===== src/rtl/instr_fetch_if.sv =====
// ---------------------------------------------------------------------------
// instr_fetch_if
//   Bundles the instruction-fetch stage's external signals:
//     - instruction memory request/ready handshake (mem_req, mem_addr,
//       mem_ready, mem_rdata)
//     - held instruction towards decode/immgen (instr, instr_pc,
//       instr_valid, instr_ack)
//     - control-flow redirect from the branch/jump unit (redirect,
//       redirect_pc)
//   master : the fetch stage itself
//   slave  : everything around it (memory, decode, branch unit)
// ---------------------------------------------------------------------------
interface instr_fetch_if;
  logic        mem_req;
  logic [31:0] mem_addr;
  logic        mem_ready;
  logic [31:0] mem_rdata;
  logic [31:0] instr;
  logic [31:0] instr_pc;
  logic        instr_valid;
  logic        instr_ack;
  logic        redirect;
  logic [31:0] redirect_pc;

  modport master (
    output mem_req, mem_addr, instr, instr_pc, instr_valid,
    input  mem_ready, mem_rdata, instr_ack, redirect, redirect_pc
  );

  modport slave (
    input  mem_req, mem_addr, instr, instr_pc, instr_valid,
    output mem_ready, mem_rdata, instr_ack, redirect, redirect_pc
  );
endinterface


===== src/rtl/instr_fetch.sv =====
// ---------------------------------------------------------------------------
// instr_fetch
//   Instruction fetch stage. Issues one fetch at a time to instruction
//   memory, holds the returned word and its PC until decode acknowledges it,
//   and follows redirects from the branch/jump unit. A redirect that arrives
//   while a memory request is still outstanding cannot cancel that request,
//   so the stage waits it out in FLUSH and drops the returned data.
//
//   Ports:
//     clk  - core clock, rising edge
//     rst  - asynchronous, active-high reset
//     bus  - instr_fetch_if.master (memory handshake, held instruction,
//            redirect inputs)
//   Parameter:
//     RESET_PC - first fetch address after reset, word aligned
// ---------------------------------------------------------------------------
module instr_fetch #(
  parameter logic [31:0] RESET_PC = 32'h0000_0000
) (
  input  logic          clk,
  input  logic          rst,
  instr_fetch_if.master bus
);

  localparam logic [31:0] NOP = 32'h0000_0013;

  typedef enum logic [1:0] {
    BOOT,
    REQ,
    HOLD,
    FLUSH
  } state_e;

  state_e      state_q, state_d;
  logic [31:0] pc_q, pc_d;
  logic [31:0] target_q, target_d;
  logic [31:0] instr_q, instr_d;
  logic [31:0] instr_pc_q, instr_pc_d;
  logic        valid_q, valid_d;

  // Redirect targets are always word aligned; the low two bits are dropped.
  logic [31:0] redirect_tgt;
  assign redirect_tgt = bus.redirect_pc & ~32'h3;

  // NOTE: every variable assigned here gets its hold value first, so no
  // path through the case statement can leave one unassigned (no latches).
  always_comb begin
    state_d    = state_q;
    pc_d       = pc_q;
    target_d   = target_q;
    instr_d    = instr_q;
    instr_pc_d = instr_pc_q;
    valid_d    = valid_q;

    unique case (state_q)
      BOOT: begin
        state_d = REQ;
        if (bus.redirect) pc_d = redirect_tgt;
      end

      REQ: begin
        if (bus.mem_ready && !bus.redirect) begin
          instr_d    = bus.mem_rdata;
          instr_pc_d = pc_q;
          valid_d    = 1'b1;
          state_d    = HOLD;
        end else if (bus.mem_ready && bus.redirect) begin
          // Data belongs to the abandoned stream; refetch at the target.
          pc_d = redirect_tgt;
        end else if (bus.redirect) begin
          // Request in flight cannot be withdrawn: remember where to go.
          target_d = redirect_tgt;
          state_d  = FLUSH;
        end
      end

      FLUSH: begin
        if (bus.redirect) target_d = redirect_tgt;
        if (bus.mem_ready) begin
          // A redirect landing with the final beat beats the stored target.
          pc_d    = bus.redirect ? redirect_tgt : target_q;
          state_d = REQ;
        end
      end

      HOLD: begin
        if (bus.redirect) begin
          pc_d    = redirect_tgt;
          valid_d = 1'b0;
          state_d = REQ;
        end else if (bus.instr_ack) begin
          pc_d    = pc_q + 32'd4;
          valid_d = 1'b0;
          state_d = REQ;
        end
      end

      default: state_d = BOOT;
    endcase
  end

  // NOTE: sequential state uses non-blocking assignments so every register
  // samples the pre-edge values, independent of statement order.
  always_ff @(posedge clk or posedge rst) begin
    if (rst) begin
      state_q    <= BOOT;
      pc_q       <= RESET_PC;
      target_q   <= 32'h0;
      instr_q    <= NOP;
      instr_pc_q <= 32'h0;
      valid_q    <= 1'b0;
    end else begin
      state_q    <= state_d;
      pc_q       <= pc_d;
      target_q   <= target_d;
      instr_q    <= instr_d;
      instr_pc_q <= instr_pc_d;
      valid_q    <= valid_d;
    end
  end

  assign bus.mem_req     = (state_q == REQ) || (state_q == FLUSH);
  assign bus.mem_addr    = pc_q;
  assign bus.instr       = instr_q;
  assign bus.instr_pc    = instr_pc_q;
  assign bus.instr_valid = valid_q;

endmodule


===== src/flat_wrapper.sv =====
// flat-port wrapper written by rule: the top's interface ports become plain ports
module instr_fetch_flat 
#(
  parameter logic [31:0] RESET_PC = 32'h0000_0000
)
  (clk, rst, bus_mem_req, bus_mem_addr, bus_instr, bus_instr_pc, bus_instr_valid, bus_mem_ready, bus_mem_rdata, bus_instr_ack, bus_redirect, bus_redirect_pc);
  instr_fetch_if bus_i ();
  input  logic clk;
  input  logic rst;
  output wire logic [$bits(bus_i.mem_req)-1:0] bus_mem_req;
  output wire logic [$bits(bus_i.mem_addr)-1:0] bus_mem_addr;
  output wire logic [$bits(bus_i.instr)-1:0] bus_instr;
  output wire logic [$bits(bus_i.instr_pc)-1:0] bus_instr_pc;
  output wire logic [$bits(bus_i.instr_valid)-1:0] bus_instr_valid;
  input wire logic [$bits(bus_i.mem_ready)-1:0] bus_mem_ready;
  input wire logic [$bits(bus_i.mem_rdata)-1:0] bus_mem_rdata;
  input wire logic [$bits(bus_i.instr_ack)-1:0] bus_instr_ack;
  input wire logic [$bits(bus_i.redirect)-1:0] bus_redirect;
  input wire logic [$bits(bus_i.redirect_pc)-1:0] bus_redirect_pc;
  assign bus_mem_req = bus_i.mem_req;
  assign bus_mem_addr = bus_i.mem_addr;
  assign bus_instr = bus_i.instr;
  assign bus_instr_pc = bus_i.instr_pc;
  assign bus_instr_valid = bus_i.instr_valid;
  assign bus_i.mem_ready = bus_mem_ready;
  assign bus_i.mem_rdata = bus_mem_rdata;
  assign bus_i.instr_ack = bus_instr_ack;
  assign bus_i.redirect = bus_redirect;
  assign bus_i.redirect_pc = bus_redirect_pc;
  instr_fetch #(.RESET_PC(RESET_PC)) u_core (.clk(clk), .rst(rst), .bus(bus_i));
endmodule

===== config.mk =====
export PLATFORM = sky130hd
export DESIGN_NAME = instr_fetch_flat
export DESIGN_NICKNAME = d
export VERILOG_FILES = /design/src/rtl/instr_fetch_if.sv /design/src/rtl/instr_fetch.sv /design/src/flat_wrapper.sv
export SDC_FILE = /design/constraint.sdc
export NUM_CORES = 1
export LEC_CHECK = 0
export CELL_PAD_IN_SITES_DETAIL_PLACEMENT = 1
export CELL_PAD_IN_SITES_GLOBAL_PLACEMENT = 1
export CORE_MARGIN = 2
export CORE_UTILIZATION = 38
export DETAILED_ROUTE_END_ITERATION = 10
export GPL_TIMING_DRIVEN = 0
export PLACE_DENSITY = 0.87
export SYNTH_ARGS = -nofsm -noshare
export SYNTH_HDL_FRONTEND = slang
export SYNTH_SLANG_ARGS = --single-unit

===== constraint.sdc =====
create_clock -name clk -period 5.6 [get_ports clk]
set_input_delay 1.4 -clock clk [delete_from_list [all_inputs] [get_ports clk]]
set_output_delay 1.4 -clock clk [all_outputs]
set_load 0.02 [all_outputs]

== After elaboration in Yosys (flattened, before gate mapping) ==
Index checks and enable logic that the tools add are counted.

* Bits in registers: 131
* Bits in latches: 0
* RAM bits: 0
* Bits in read-only memories: 0
* Input bits: 69
* Logic and storage cells: 53
* Memories: 0

* $add $sub $neg: 1
* Multipliers: 0
* Divide/modulo/power cells: 0
* $lt $le $gt $ge: 0
* Equality and inequality tests: 12
* Shift operators: 0
* Multiplexer cells: 22
* Bitwise gates (word level): 0
* Reductions and logical operators: 12

{| class="wikitable"
|+ Operators with widths
! cell !! number
|-
| 32-bit 2-to-1 mux || 9
|-
| 32-bit case mux with 4 select lines || 1
|-
| 32-bit case mux with 2 select lines || 1
|-
| 32-bit by 3-bit adder with 32-bit output, second input constant || 1
|-
| 2-bit 2-to-1 mux || 6
|-
| 2-bit inequality test, second input constant || 4
|-
| 2-bit case mux with 4 select lines || 1
|-
| 3-bit by 2-bit inequality test with 1-bit output, second input constant || 2
|-
| 3-bit AND reduction || 2
|-
| 5-bit AND reduction || 1
|-
| 2-bit == test, second input constant || 2
|-
| 2-bit by 1-bit inequality test with 1-bit output, second input constant || 2
|-
| 4-bit AND reduction || 1
|-
| 2-bit nonzero test || 2
|-
| 1-bit 2-to-1 mux || 3
|-
| 3-bit inequality test, second input constant || 1
|-
| 2-bit by 1-bit == test with 1-bit output, second input constant || 1
|-
| 1-bit logical AND || 2
|-
| 2-bit logical NOT || 1
|-
| 1-bit case mux with 2 select lines || 1
|-
| 2-bit AND reduction || 1
|-
| 1-bit logical NOT || 1
|-
| 1-bit logical OR || 1
|}

== Logic depth before layout (Yosys ltp) ==
Gate-level depths: netlist of run 1.

* Depth in word-level cells: 4
* Mapped depth: 8
* Gate-level depth less buffers: 6

== Least setup slack after synthesis of run 1 ==
No wires, ideal clock.

* Path kind: input-to-reg
* From: in bus_redirect
* To: reg u_core.pc_q[27], in the netlist u_core.bus.mem_addr[27]
* Library setup time: 138 ps
* Arrival: 2552 ps
* Data required time: 5462 ps
* Path slack: 2910 ps
* Stages: 6
* Buffers on the path: 2
* Cell sequence: buf_2 clkbuf_1 o21a_1 o21ai_0 a222oi_1 o21ai_0

* Word-level cells in the longest chain between the ends: 4
* Elaborated cells between the ends (all ways): 12

{| class="wikitable"
|+ RTL lines
! item !! RTL line !! RTL
|-
| from (decl) || flat_wrapper.sv:18 || <nowiki>input wire logic [$bits(bus_i.redirect)-1:0] bus_redirect;</nowiki>
|-
| 1-bit logical NOT || instr_fetch.sv:62 || <nowiki>if (bus.mem_ready && !bus.redirect) begin</nowiki>
|-
| 1-bit logical AND || instr_fetch.sv:62 ||
|-
| 2-bit inequality test (no line) || - ||
|-
| 5-bit AND reduction (no line) || - ||
|-
| to (signal assigned) || instr_fetch.sv:114 || <nowiki>pc_q <= pc_d;</nowiki>
|-
| to (decl) || instr_fetch.sv:35 || <nowiki>logic [31:0] pc_q, pc_d;</nowiki>
|}

Several ways; a longest one is shown, not always the timed one. The select of a mux whose other input is x is not followed.
A chain may end at the register's enable or synchronous reset.

== Worst setup path in the final report of run 1 ==
* From: reg u_core.state_q[0]
* To: out bus_mem_req

* Word-level cells in the longest chain between the ends: 2
* Elaborated cells between the ends (all ways): 3

{| class="wikitable"
|+ RTL lines
! item !! RTL line !! RTL
|-
| from (decl) || instr_fetch.sv:34 || <nowiki>state_e state_q, state_d;</nowiki>
|-
| from (signal assigned) || instr_fetch.sv:113 || <nowiki>state_q <= state_d;</nowiki>
|-
| 2-bit by 1-bit == test with 1-bit output / 2-bit == test (equally long branches) || instr_fetch.sv:122 || <nowiki>assign bus.mem_req = (state_q == REQ) || (state_q == FLUSH);</nowiki>
|-
| 1-bit logical OR * || instr_fetch.sv:122 ||
|-
| to (decl) || flat_wrapper.sv:10 || <nowiki>output wire logic [$bits(bus_i.mem_req)-1:0] bus_mem_req;</nowiki>
|}

Every way passes the cells marked *; elsewhere a longest branch is shown, timed or not.

==> results.py, run 1 <==
metrics = {
    "global_routing": {
        "grt_max_degree": 76,
        "gr-usage-met3_pct": 5.44,
        "use_met1_pct": 27.5,
        "antenna_found_initial": 1,
        "overflow": 0,
        "grt_pass1_vias": 6027,
        "grt_busiest_layer": "met2",
        "grtUsageTotal_pct": 24.0,
        "grt_pass1_wl_um": 32600,
        "met2_usage_pct": 41.7,
    },
    "synthesis": {
        "synth_flop_cell": "dfrtp_1",
        "synth_cells": 534,
        "yosysWarningCount": 0,
        "synthesis.area_um2": 6180,
        "syn_nets": 604,
        "async_reset_ff_share_pct": 100,
        "ys_seq_area_share_pct": 53.1,
        "synth_edf_count": 0,
        "ys_types": 58,
        "postSynthAreaPerCell_um2": 11.6,
        "yosys_register_bits": 131,
    },
    "worst_setup_path": {
        "crit_end": "bus_mem_req",
        "r2r-start": "u_core.state_q[1]",
        "crit_start": "u_core.state_q[0]",
        "cp.required_ns": 4.20,
        "cp_data_arrival_time_ns": 2.19,
        "worstSetupPathType": "flop to primary output",
        "r2r_cells": 6,
        "path_max_fanout": 10,
        "r2r_end": "u_core.bus.mem_addr[26]",
        "cp-start-kind": "flop",
        "regToRegSetupSlack_ns": 3.08,
        "endpoint_kind": "primary output",
    },
    "cts": {
        "cts_sinks": 131,
        "max-clock-path-buffers": 2,
        "cts.htree.levels": 4,
        "clk-insertion-delay-late_ns": 0.43,
        "numCtsBuffers": 17,
        "hold_buffers": 0,
        "cts_tree": "done",
        "path_clk_slew_ns": 0.06,
        "clockRootBuffer": "clkbuf_16",
        "cts_setup_buffers": 0,
        "cts-resized-gates": 0,
    },
    "timing": {
        "slew_violations": 0,
        "setup_viol": 0,
        "fin_tns_setup_ns": 0,
        "fin_crit_ns": 3.59,
        "max_slew_margin_pct": 33.0,
        "rsz0062_at_grt": "no",
        "hold_violations": 0,
        "fin_crit_sh_pct": 64.0,
        "fin_skew_ns": 0.00756,
        "timing.fmax_ghz": 0.279,
        "tightest_slew_ns": 1.00,
    },
    "pwr": {
        "total_power_mw": 4.14,
        "power.leakage_nw": 3.67,
        "powerDensity_nw_per_um2": 469,
        "vdd_ir_drop_max_uv": 208,
    },
    "worst_hold_path": {
        "hold_path.class": "flop to flop",
    },
    "placement": {
        "dp_hpwl_um": 14200,
        "portBuffers": 163,
        "gp_congestion": 0.858,
        "place_inst": 914,
        "dpl_cell_area_um2": 8120,
    },
    "drt": {
        "drtIter0Drc": 376,
        "wl_per_cell_um": 21.4,
        "drtPass1Iterations": 5,
        "routed-via-count": 5313,
        "drc": 0,
        "wl_um": 20200,
        "antenna_left": 0,
        "vias_per_cell": 5.61,
    },
    "final_layout": {
        "nNetsFinal": 787,
        "stdcell_area_um2": 8820,
        "drive_above_1_share_pct": 22.5,
        "final_cells": 947,
        "final_util_pct": 55.5,
        "area_growth_syn_to_layout_pct": 42.8,
    },
    "floorplanning": {
        "dieHeight_um": 132,
        "die_area_um2": 17300,
        "rows": 46,
        "core_area_um2": 15900,
        "initial_core_util_pct": 38.9,
        "die_w_um": 132,
        "ios": 167,
    },
    "run_status": {
        "status": "finished clean",
    },
    "flow_run": {
        "maxCapViolations": 0,
    },
}
-- cell type report --
type / instances / area (um2)
repair buffers: 164 / 1660
well taps: 216 / 270
flip-flops and latches: 131 / 3280
diodes: 1 / 2.50
clock buffers: 19 / 453
inverters: 7 / 31.3
multi-input cells: 359 / 2710
clock inverters: 13 / 253
fillers: 1674 / 7060
plain buffers: 37 / 161
-- synthesized netlist by cell type, drive strengths merged, types with 3 or more instances --
cell,instances,area [um2]
xor2,6,52.6
mux2i,5,50.1
buf,17,85.1
mux2,94,1060
o21a,3,22.5
o311ai,3,26.3
nand4,9,92.6
nor2b,6,37.5
inv,7,26.3
a221oi,7,61.3
xnor2,4,35.0
a31oi,8,50.1
dfrtp,128,3200
nor2,22,82.6
o21ai,46,234
clkbuf,20,76.3
nor3,5,25.0
nand2,39,149
a22oi,5,37.5
a22o,6,52.6
dfstp,3,78.8
and3,11,70.1
nor4,7,104
a21oi,18,90.1
nand3,26,135
-- critical path, cell delays in order (launching register included) --
cell and delay [ns]:
dfrtp_1 0.31, buf_2 0.19, clkbuf_1 0.49, clkbuf_1 0.16, clkdlybuf4s50_1 0.61
-- metrics by stage --
| stage | setup WS (ns) | hold WS (ns) |
|---|---|---|
| 3_3_place_gp | -1.10 | 0.481 |
| 5_1_grt | 1.91 | 0.515 |
| 3_5_place_dp | 1.88 | 0.496 |
| 2_1_floorplan | 0.707 | 0.456 |
| 6_report | 2.01 | 0.507 |
| 4_1_cts | 2.02 | 0.509 |
-- kinds of logic (layout without fill, tap and decap cells) --
| group | after synthesis | after routing | synth area share (%) |
|---|---|---|---|
| xor gates and xnor gates | 10 | 10 | 1.42 |
| and+or+nand+nor | 136 | 136 | 12.6 |
| other | 0 | 1 | 0 |
| DFF | 131 | 131 | 53.1 |
| AOI/OAI and AO/OA | 113 | 113 | 11.7 |
| buffers and inverters | 44 | 240 | 3.04 |
| adders and majority gates | 1 | 1 | 0.202 |
| muxes | 99 | 99 | 17.9 |
-- cell usage in the layout, fill, tap and decap left out, drive strengths merged, types with 4 or more instances in the layout --
cell type / n
clkbuf: 39
clkdlybuf4s50: 163
xor2: 6
mux2i: 5
inv: 8
a22o: 6
xnor2: 4
a22oi: 5
dfrtp: 128
a31oi: 8
nor2b: 6
a221oi: 7
bufinv: 7
o21ai: 46
and3: 11
nand2: 39
nor4: 7
buf: 18
nand3: 26
mux2: 94
nor3: 5
a21oi: 18
nand4: 9
nor2: 22
-- report_power, final --
group | leakage, nW | switching [mW] | internal [mW]
Sequential | 1.57 | 0.228 | 1.22
Clock | 0.340 | 0.429 | 0.904
Combinational | 1.76 | 0.673 | 0.685
-- worst min path at each step --
stage                     cells after the start                 start                 endpoint  slack (ns)
final                                         1   u_core.target_q[23]      u_core.target_q[23]        0.51
after CTS                                     1  u_core.bus.instr[31]     u_core.bus.instr[31]        0.51
after global placement                        2   u_core.target_q[17]  u_core.bus.mem_addr[17]        0.48
after global routing                          1  u_core.bus.instr[31]     u_core.bus.instr[31]        0.51
after detailed placement                      1  u_core.bus.instr[31]     u_core.bus.instr[31]        0.50
after floorplan                               2   u_core.target_q[17]  u_core.bus.mem_addr[17]        0.46
-- state kept, by name (all words and copies together) (netlist names) --
register,cells
u_core.bus.instr_valid,1
u_core.bus.mem_addr,32
u_core.bus.instr,32
u_core.bus.instr_pc,32
u_core.state_q,2
u_core.target_q,32
-- per-layer routing --
metal	share of wire, %	wire (um)
met1	40	8000
met2	52	10500
met3	5.7	1150
met4	2.8	567
met5	0	0
(Power assumes the default switching activity.)
==> run 2: changes to the inputs <==
CORE_UTILIZATION = 34   (was 38)
PLACE_DENSITY = 0.82   (was 0.87)
clock period = 2.9 ns   (was 5.6 ns; I/O delays follow)
==> results.py, run 2 (synthesized netlist as in run 1, its figures left out) <==
metrics = {
    "run_status": {
        "status": "finished clean",
    },
    "drt": {
        "wl_per_cell_um": 20.5,
        "routed-via-count": 5194,
        "vias_per_cell": 5.41,
        "antenna_left": 0,
        "wl_um": 19700,
        "drc": 0,
        "drtIter0Drc": 366,
        "drtPass1Iterations": 5,
    },
    "timing": {
        "fin_crit_sh_pct": 91.2,
        "timing.fmax_ghz": 0.378,
        "setup_viol": 0,
        "hold_violations": 0,
        "fin_tns_setup_ns": 0,
        "fin_crit_ns": 2.64,
        "tightest_slew_ns": 1.06,
        "fin_ws_ns": 0.256,
        "slew_violations": 0,
        "fin_skew_ns": 0.00553,
        "rsz0062_at_grt": "no",
        "max_slew_margin_pct": 29.2,
    },
    "worst_hold_path": {
        "hold_path.class": "flop to flop",
        "hp-start": "u_core.bus.instr_pc[18]",
    },
    "cts": {
        "clockRootBuffer": "clkbuf_16",
        "numCtsBuffers": 17,
        "max-clock-path-buffers": 2,
        "clk-insertion-delay-late_ns": 0.42,
        "cts_tree": "done",
        "path_clk_slew_ns": 0.06,
        "cts_sinks": 131,
        "hold_buffers": 0,
        "cts-resized-gates": 0,
        "cts.htree.levels": 4,
    },
    "final_layout": {
        "drive_above_1_share_pct": 22.7,
        "antenna_cells": 0,
        "stdcell_area_um2": 8850,
        "final_common_cell": "clkdlybuf4s50_1",
        "area_growth_syn_to_layout_pct": 43.2,
        "nNetsFinal": 788,
        "mostFrequentLayoutCells": "clkdlybuf4s50_1, dfrtp_1, mux2_2, o21ai_0, nand2_1",
    },
    "flow_run": {
        "maxCapViolations": 0,
    },
    "placement": {
        "dpl_cell_area_um2": 8160,
        "portBuffers": 163,
        "dp_hpwl_um": 14300,
        "gp_congestion": 0.840,
        "place_ws_ns": -0.146,
    },
    "pwr": {
        "sw_frac_of_total_pct": 32.1,
        "p_seq_share_pct": 35.3,
        "p_comb_share_pct": 33.0,
        "powerDensity_nw_per_um2": 893,
        "power.leakage_nw": 3.67,
        "pwr-share-clk_pct": 31.7,
        "p_switching_mw": 2.54,
        "vdd_ir_drop_max_uv": 478,
        "p_int_mw": 5.37,
    },
    "worst_setup_path": {
        "path_max_fanout": 10,
        "cp.required_ns": 3.17,
        "r2r-start": "u_core.state_q[0]",
        "endpoint_kind": "flop",
        "cp-start-kind": "primary input",
        "crit_start": "bus_instr_ack",
        "worstSetupPathType": "primary input to flop",
        "cp_data_arrival_time_ns": 2.92,
    },
    "global_routing": {
        "overflow": 0,
        "grt_max_degree": 42,
        "antenna_found_initial": 0,
        "grt_pass1_vias": 5680,
        "grt_pass1_wl_um": 31500,
        "grtUsageTotal_pct": 20.8,
    },
    "floorplanning": {
        "ios": 167,
        "die_w_um": 139,
        "core_area_um2": 17900,
        "die_area_um2": 19300,
        "dieHeight_um": 139,
        "initial_core_util_pct": 34.5,
        "rows": 49,
    },
}
## run 2: stage by stage
step / power (mW) / instances / util [%] / hold WS, ns
2_1_floorplan: 4.09 / 534 / - / 0.456
3_3_place_gp: 5.29 / 926 / 45.3 / 0.482
3_5_place_dp: 5.44 / 929 / 45.6 / 0.493
4_1_cts: 7.98 / 960 / 49.4 / 0.509
5_1_grt: 8.28 / 960 / 49.4 / 0.521
6_report: 7.91 / 960 / 49.4 / 0.503
## run 2: final cells by class
cell class              count  area (um2)
fillers                  1909        9050
flip-flops and latches    131        3280
multi-input cells         359        2710
repair buffers            166        1690
clock buffers              20         467
well taps                 229         287
clock inverters            12         226
plain buffers              36         158
inverters                   7        30.0
## run 2: worst max-delay path, stage by stage
cell and delay [ns]:
clkdlybuf4s50_1 0.57, o21a_1 0.28, o21ai_2 0.34, buf_2 0.32
clkbuf_1 0.47, o21ai_0 0.20
## run 2: path summary, 6_finish.rpt
check	cells after the start	slack, ns	endpoint
hold / removal	1	0.50	u_core.bus.instr_pc[18]
min in group asynchronous	2	0.74	u_core.bus.instr[22]
setup / recovery	6	0.26	u_core.bus.mem_addr[6]
setup reg to reg	6	0.33	u_core.bus.mem_addr[26]
max in group asynchronous	4	1.21	u_core.bus.instr[0]
hold reg to reg	1	0.50	u_core.bus.instr_pc[18]
## run 2: power by group through the flow
stage,logic (mW),clock network [mW],registers [mW]
6_report,2.61,2.51,2.79
5_1_grt,2.77,2.63,2.88
4_1_cts,2.63,2.56,2.79
3_5_place_dp,2.62,0,2.82
3_3_place_gp,2.52,0,2.77
2_1_floorplan,0.838,0,3.26
## run 2: what timing repair did
action / 4_1_cts / 5_1_grt
setup buffers: 0 / 0
endpoints found under the hold margin: 0 / 0
endpoints found under the setup margin: 1 / 0
## run 2: per-layer routing
layer	GRT usage [%]	vias up	share of wire, %
met5	0	-	0
met4	7.34	0	2.2
met3	5.25	34	6.0
met2	36.0	183	51
met1	25.3	2640	40
li1	-	2337	-
